**src/rtl/micro_tile_pkg.sv**
```systemverilog
// Shared types and helpers for the micro-tile slot sequencer.
package micro_tile_pkg;

  localparam int unsigned NumTilesDefault = 4;
  localparam int unsigned SelWDefault     = 2;

  typedef enum logic [1:0] {
    StHold,
    StRun,
    StQuiesce
  } state_e;

  function automatic logic [31:0] onehot(input int unsigned sel);
    return 32'd1 << sel;
  endfunction

endpackage

```
**src/rtl/sync_2ff.sv**
```systemverilog
// Two-flop synchronizer for asynchronous pin inputs, reset to zero.
module sync_2ff #(
  parameter int unsigned WIDTH = 1
) (
  input  logic             clk_i,
  input  logic             rst_ni,
  input  logic [WIDTH-1:0] d_i,
  output logic [WIDTH-1:0] q_o
);

  logic [WIDTH-1:0] meta_q;

  always_ff @(posedge clk_i or negedge rst_ni) begin
    if (!rst_ni) begin
      meta_q <= '0;
      q_o    <= '0;
    end else begin
      meta_q <= d_i;
      q_o    <= meta_q;
    end
  end

endmodule

```
**src/rtl/micro_tile_sequencer.sv**
```systemverilog
// Schedules the shared micro-tile slot: manual or round-robin selection with a
// stop-clocks / hold-in-reset / run handover. All outputs are registered.
module micro_tile_sequencer
  import micro_tile_pkg::*;
#(
  parameter int unsigned NUM_TILES = NumTilesDefault,
  parameter int unsigned SEL_W     = SelWDefault,
  parameter int unsigned RST_HOLD  = 4,
  parameter int unsigned DWELL_W   = 16
) (
  input  logic                 clk,
  input  logic                 rst_n,
  input  logic [SEL_W-1:0]     sel_req,
  input  logic                 auto_mode,
  input  logic [DWELL_W-1:0]   dwell,
  output logic [NUM_TILES-1:0] tile_clk_en,
  output logic [NUM_TILES-1:0] tile_rst_n,
  output logic [SEL_W-1:0]     sel_active,
  output logic                 out_valid,
  output logic                 switching
);

  localparam int unsigned HoldW = (RST_HOLD > 1) ? $clog2(RST_HOLD) : 1;

  logic [SEL_W:0]   sync_q;
  logic             auto_sync;
  logic [SEL_W-1:0] sel_sync;

  sync_2ff #(
    .WIDTH(SEL_W + 1)
  ) u_sync (
    .clk_i (clk),
    .rst_ni(rst_n),
    .d_i   ({auto_mode, sel_req}),
    .q_o   (sync_q)
  );

  assign auto_sync = sync_q[SEL_W];
  assign sel_sync  = sync_q[SEL_W-1:0];

  state_e             state_q, state_d;
  logic [SEL_W-1:0]   target_q, target_d;
  logic [SEL_W-1:0]   sel_active_d;
  logic [HoldW-1:0]   hold_cnt_q, hold_cnt_d;
  logic [DWELL_W-1:0] dwell_cnt_q, dwell_cnt_d;
  logic               auto_prev_q;

  logic               auto_edge;
  logic               sel_ok;
  logic               dwell_hit;
  logic [SEL_W-1:0]   next_tile;
  logic [NUM_TILES-1:0] tile_mask_d;
  logic [NUM_TILES-1:0] clk_en_d, rst_n_d;
  logic               out_valid_d, switching_d;

  assign auto_edge = auto_sync ^ auto_prev_q;
  assign sel_ok    = 32'(sel_sync) < NUM_TILES;
  // Compare against the live dwell so a shrunk dwell switches on the next cycle.
  assign dwell_hit = dwell_cnt_q >= (dwell - DWELL_W'(1));
  assign next_tile = (32'(sel_active) == NUM_TILES - 1) ? '0 : sel_active + 1'b1;

  always_comb begin
    state_d      = state_q;
    target_d     = target_q;
    sel_active_d = sel_active;
    hold_cnt_d   = hold_cnt_q;
    dwell_cnt_d  = dwell_cnt_q;

    if (auto_edge) dwell_cnt_d = '0;

    case (state_q)
      StHold: begin
        if (hold_cnt_q == HoldW'(RST_HOLD - 1)) begin
          state_d     = StRun;
          hold_cnt_d  = '0;
          dwell_cnt_d = '0;
        end else begin
          hold_cnt_d = hold_cnt_q + 1'b1;
        end
      end
      StRun: begin
        if (auto_sync) begin
          if (!auto_edge && (dwell != '0)) begin
            if (dwell_hit) begin
              target_d = next_tile;
              state_d  = StQuiesce;
            end else begin
              dwell_cnt_d = dwell_cnt_q + 1'b1;
            end
          end
        end else if ((sel_sync != sel_active) && sel_ok) begin
          target_d = sel_sync;
          state_d  = StQuiesce;
        end
      end
      StQuiesce: begin
        sel_active_d = target_q;
        hold_cnt_d   = '0;
        state_d      = StHold;
      end
      default: state_d = StHold;
    endcase
  end

  // Outputs are decoded from next state so they register alongside it.
  always_comb begin
    tile_mask_d = NUM_TILES'(onehot(32'(sel_active_d)));
    clk_en_d    = '0;
    rst_n_d     = '0;
    out_valid_d = 1'b0;
    switching_d = 1'b1;
    case (state_d)
      StRun: begin
        clk_en_d    = tile_mask_d;
        rst_n_d     = tile_mask_d;
        out_valid_d = 1'b1;
        switching_d = 1'b0;
      end
      StHold:  clk_en_d = tile_mask_d;
      default: clk_en_d = '0;
    endcase
  end

  always_ff @(posedge clk or negedge rst_n) begin
    if (!rst_n) begin
      state_q     <= StHold;
      sel_active  <= '0;
      target_q    <= '0;
      hold_cnt_q  <= '0;
      dwell_cnt_q <= '0;
      auto_prev_q <= 1'b0;
      tile_clk_en <= NUM_TILES'(1);
      tile_rst_n  <= '0;
      out_valid   <= 1'b0;
      switching   <= 1'b1;
    end else begin
      state_q     <= state_d;
      sel_active  <= sel_active_d;
      target_q    <= target_d;
      hold_cnt_q  <= hold_cnt_d;
      dwell_cnt_q <= dwell_cnt_d;
      auto_prev_q <= auto_sync;
      tile_clk_en <= clk_en_d;
      tile_rst_n  <= rst_n_d;
      out_valid   <= out_valid_d;
      switching   <= switching_d;
    end
  end

endmodule

```
**config.mk**
```make
export PLATFORM = sky130hd
export DESIGN_NAME = micro_tile_sequencer
export DESIGN_NICKNAME = d
export VERILOG_FILES = /design/src/rtl/micro_tile_pkg.sv /design/src/rtl/sync_2ff.sv /design/src/rtl/micro_tile_sequencer.sv
export SDC_FILE = /design/constraint.sdc
export NUM_CORES = 1
export LEC_CHECK = 0
export CORE_MARGIN = 5
export CORE_UTILIZATION = 50
export DETAILED_ROUTE_END_ITERATION = 7
export PLACE_DENSITY = 0.77
export SKIP_CTS_REPAIR_TIMING = 1
export SYNTH_ARGS = -nofsm -noshare
export SYNTH_HDL_FRONTEND = slang
export SYNTH_HIERARCHICAL = 1
export SYNTH_SLANG_ARGS = --single-unit
```
**constraint.sdc**
```tcl
create_clock -name clk -period 3.3 [get_ports clk]
set_clock_uncertainty 0.1 [all_clocks]
set_input_delay 0.66 -clock clk [delete_from_list [all_inputs] [get_ports clk]]
set_output_delay 0.66 -clock clk [all_outputs]
set_load 0.005 [all_outputs]
```
==> impl_metrics.py <==
metrics = {
    "worst_setup_path": {
        "critical_path_class": "in -> reg",
        "endpoint_kind": "flop",
        "worstPathCellList": "buf_6 > or3_4 > or4_4 > or4_4 > or3_4 > nor2_2 > nand2_1 > xor2_1 > ha_1 > nand4_1 > or3_1 > a311o_1 > o211ai_1 > buf_4 > nor3_2 > buf_2 > and3_4 > a221o_1",
        "cp-start-kind": "input port",
        "r2r_slack_ns": 0.57,
        "cpMaxStageDelayCell": "or4_4",
        "critical_path_required_ns": 3.38,
        "crit_family": "simple AND/OR/NAND/NOR gates",
        "cp.arrival_ns": 4.72,
        "critical_path_buf_inv_count": 3,
        "crit_fanout": 4,
        "slowest_delay_ns": 0.43,
    },
    "global_route": {
        "grt_max_degree": 42,
        "grt.total_usage": 0.190,
        "antenna_found_initial": 0,
        "grt_pass1_vias": 2086,
        "grt_pass1_wl_mm": 9.54,
        "grt.overflow.total": 0,
    },
    "floorplan": {
        "die_w_um": 79.8,
        "core-area_um2": 4720,
        "num_rows": 25,
        "initial_core_util": 0.516,
        "pin_count": 33,
        "die_h_um": 79.8,
        "die-area_um2": 6370,
    },
    "synthesis": {
        "async_flop_share": 1.00,
        "synth_nets": 289,
        "synthXorXnorAreaFrac": 0.0611,
        "ys_ff_latch": 41,
        "synth-edff-count": 0,
        "synth_compound_area_frac": 0.126,
        "yosys-mux-area-fraction": 0.0313,
        "synth_adder_area_share": 0.103,
        "ys_seq_area_frac": 0.422,
        "yosys_most_used_dff": "dfrtp_1",
        "synthTopCellsByCount": "39 x dfrtp_1, 29 x nor2_1, 20 x ha_1, 20 x nand2_1, 11 x xnor2_1",
        "netlist_area_um2": 2440,
        "yosysTopAreaCellShare": 0.400,
        "synthCells": 248,
        "yosysTopAreaCell": "dfrtp_1",
        "synth_top_family_by_area": "simple AND/OR/NAND/NOR gates",
        "yosys_warnings": 6,
        "yosys.area_share.simple": 0.235,
        "yosys-top-cells-area": "dfrtp_1 40%, ha_1 10%, nor2_1 4.5%",
        "synth.most_common_cell": "dfrtp_1",
        "synthDistinctLibCells": 46,
        "syn_area_per_cell_um2": 9.83,
    },
    "route": {
        "top_layer_used": "met4",
        "antenna_left": 0,
        "drc": 0,
        "met3WireLength_um": 358,
        "vias": 2116,
        "routedWlPerCell_um": 14.4,
        "wl_met2_mm": 2.63,
        "post_drt_via_cell_ratio": 5.44,
        "wl_met1_mm": 2.51,
        "drt-initial-drc-count": 71,
        "first_pass_iters": 6,
        "postRouteWirelength_mm": 5.59,
    },
    "cts": {
        "cts_tree": "built",
        "clk_pin_slew_ns": 0.08,
        "numCtsBuffers": 5,
        "clockBufferDepth": 2,
        "cts_max_level": 2,
        "cts_root_buffer": "clkbuf_8",
        "cts.sinks": 41,
        "clkLatencyLatePin_ns": 0.30,
    },
    "run": {
        "cap_violations": 0,
    },
    "cells_and_area": {
        "stdcell_area_um2": 3300,
        "drive_gt1_frac": 0.248,
        "fin_nets": 362,
        "area_delta_synth_final_pct": 35.4,
        "diodes": 0,
    },
    "sta": {
        "setup_viol": 30,
        "min_period_ns": 4.64,
        "tightest_slew_ns": 0.887,
        "hold_viol": 0,
        "layout_setup_ws_ns": -1.34,
        "whs_ns": 0.255,
        "rsz0062_at_grt": "yes",
        "fmax_mhz": 215,
        "max_slew_margin": 0.409,
        "drv_slew": 0,
        "post-route-period-util": 1.41,
    },
    "power_and_ir_drop": {
        "max-vdd-ir-drop_mv": 0.486,
        "p_leak_nw": 1.54,
        "total_power_mw": 1.65,
        "powerDensity_nw_per_um2": 499,
    },
    "place": {
        "place_congestion": 0.867,
        "dp_slack_ns": -1.90,
        "placed_area_um2": 3090,
        "dp_hpwl_mm": 4.01,
        "io_buffer_count": 32,
    },
    "status": {
        "violations": "setup timing",
        "outcome": "complete, but fails checks",
    },
    "min_path": {
        "hp-class": "reg -> reg",
    },
}
## per-stage QoR
| stage | instances | utilization | setup TNS (ns) |
|---|---|---|---|
| floorplan | 248 | - | -36.05 |
| global placement | 375 | 0.653 | -52.67 |
| finish | 389 | 0.699 | -37.21 |
| global route | 389 | 0.699 | -43.48 |
| CTS | 383 | 0.677 | -45.12 |
| detailed placement | 375 | 0.653 | -54.38 |
## layer usage
| layer | vias to the layer above | global-route usage |
|---|---|---|
| met5 | - | 0 |
| met4 | 0 | 0.0726 |
| met3 | 9 | 0.0429 |
| met2 | 61 | 0.299 |
| met1 | 998 | 0.255 |
| li1 | 1048 | - |
## final timing paths
path | from | endpoint | cells after the start
min in group asynchronous | rst_n | dwell_cnt_q[2] | 1
worst min-delay path | u_sync/meta_q[2] | u_sync/q_o[2] | 0
max in group asynchronous | rst_n | dwell_cnt_q[9] | 1
worst max register to register | dwell_cnt_q[12] | dwell_cnt_q[10] | 10
worst min register to register | u_sync/meta_q[2] | u_sync/q_o[2] | 0
worst max-delay path | dwell[4] | dwell_cnt_q[10] | 18
## report_power, final
group,leakage (nW),switching [mW],internal (mW)
clock network,0.0585,0.177,0.226
registers,0.532,0.0645,0.608
logic,0.946,0.269,0.302
total,1.54,0.511,1.14
## layout make-up
cell class	instances	area (um^2)
clock buffers	5	68.8
clock inverters	3	43.8
fillers	366	1420
inverters	10	37.5
multi-input cells	193	1420
flip-flops and latches	41	1030
well taps	67	83.8
repair buffers	70	616
## flip-flops by register name, indices dropped and copies added, names as in the netlist
name	cells
tile_clk_en	4
tile_rst_n	4
u_sync/meta_q	3
u_sync/q_o	3
hold_cnt_q	2
dwell_cnt_q	16
state_q	2
target_q	2
sel_active	2
out_valid	1
auto_prev_q	1
switching	1
## cells in the final DEF (no fill, tap or decap), types with 4 or more instances in the layout
cell	synthesis	final
clkdlybuf4s50_1	0	25
clkbuf_8	0	5
nand2_1	20	20
a221o_1	5	5
dfrtp_1	39	39
buf_4	0	34
xnor2_1	11	11
inv_1	10	10
nor4_1	8	8
ha_1	20	20
dlymetal6s2s_1	0	4
buf_6	0	4
nor3_1	9	8
and3_4	0	6
nor2_1	29	27
a211o_1	5	5
a21oi_1	6	4
nor2b_1	4	4
xor2_1	6	6
nand3_1	8	8
## logic make-up (layout without fill, tap and decap cells)
| family | Yosys count | count (layout) |
|---|---|---|
| AOI/OAI and AO/OA | 40 | 40 |
| xor gates and xnor gates | 17 | 17 |
| adders and majority gates | 20 | 20 |
| buffers and inverters | 14 | 88 |
| DFF | 41 | 41 |
| muxes | 7 | 7 |
| and+or+nand+nor | 109 | 109 |
(Power assumes the default switching activity.)
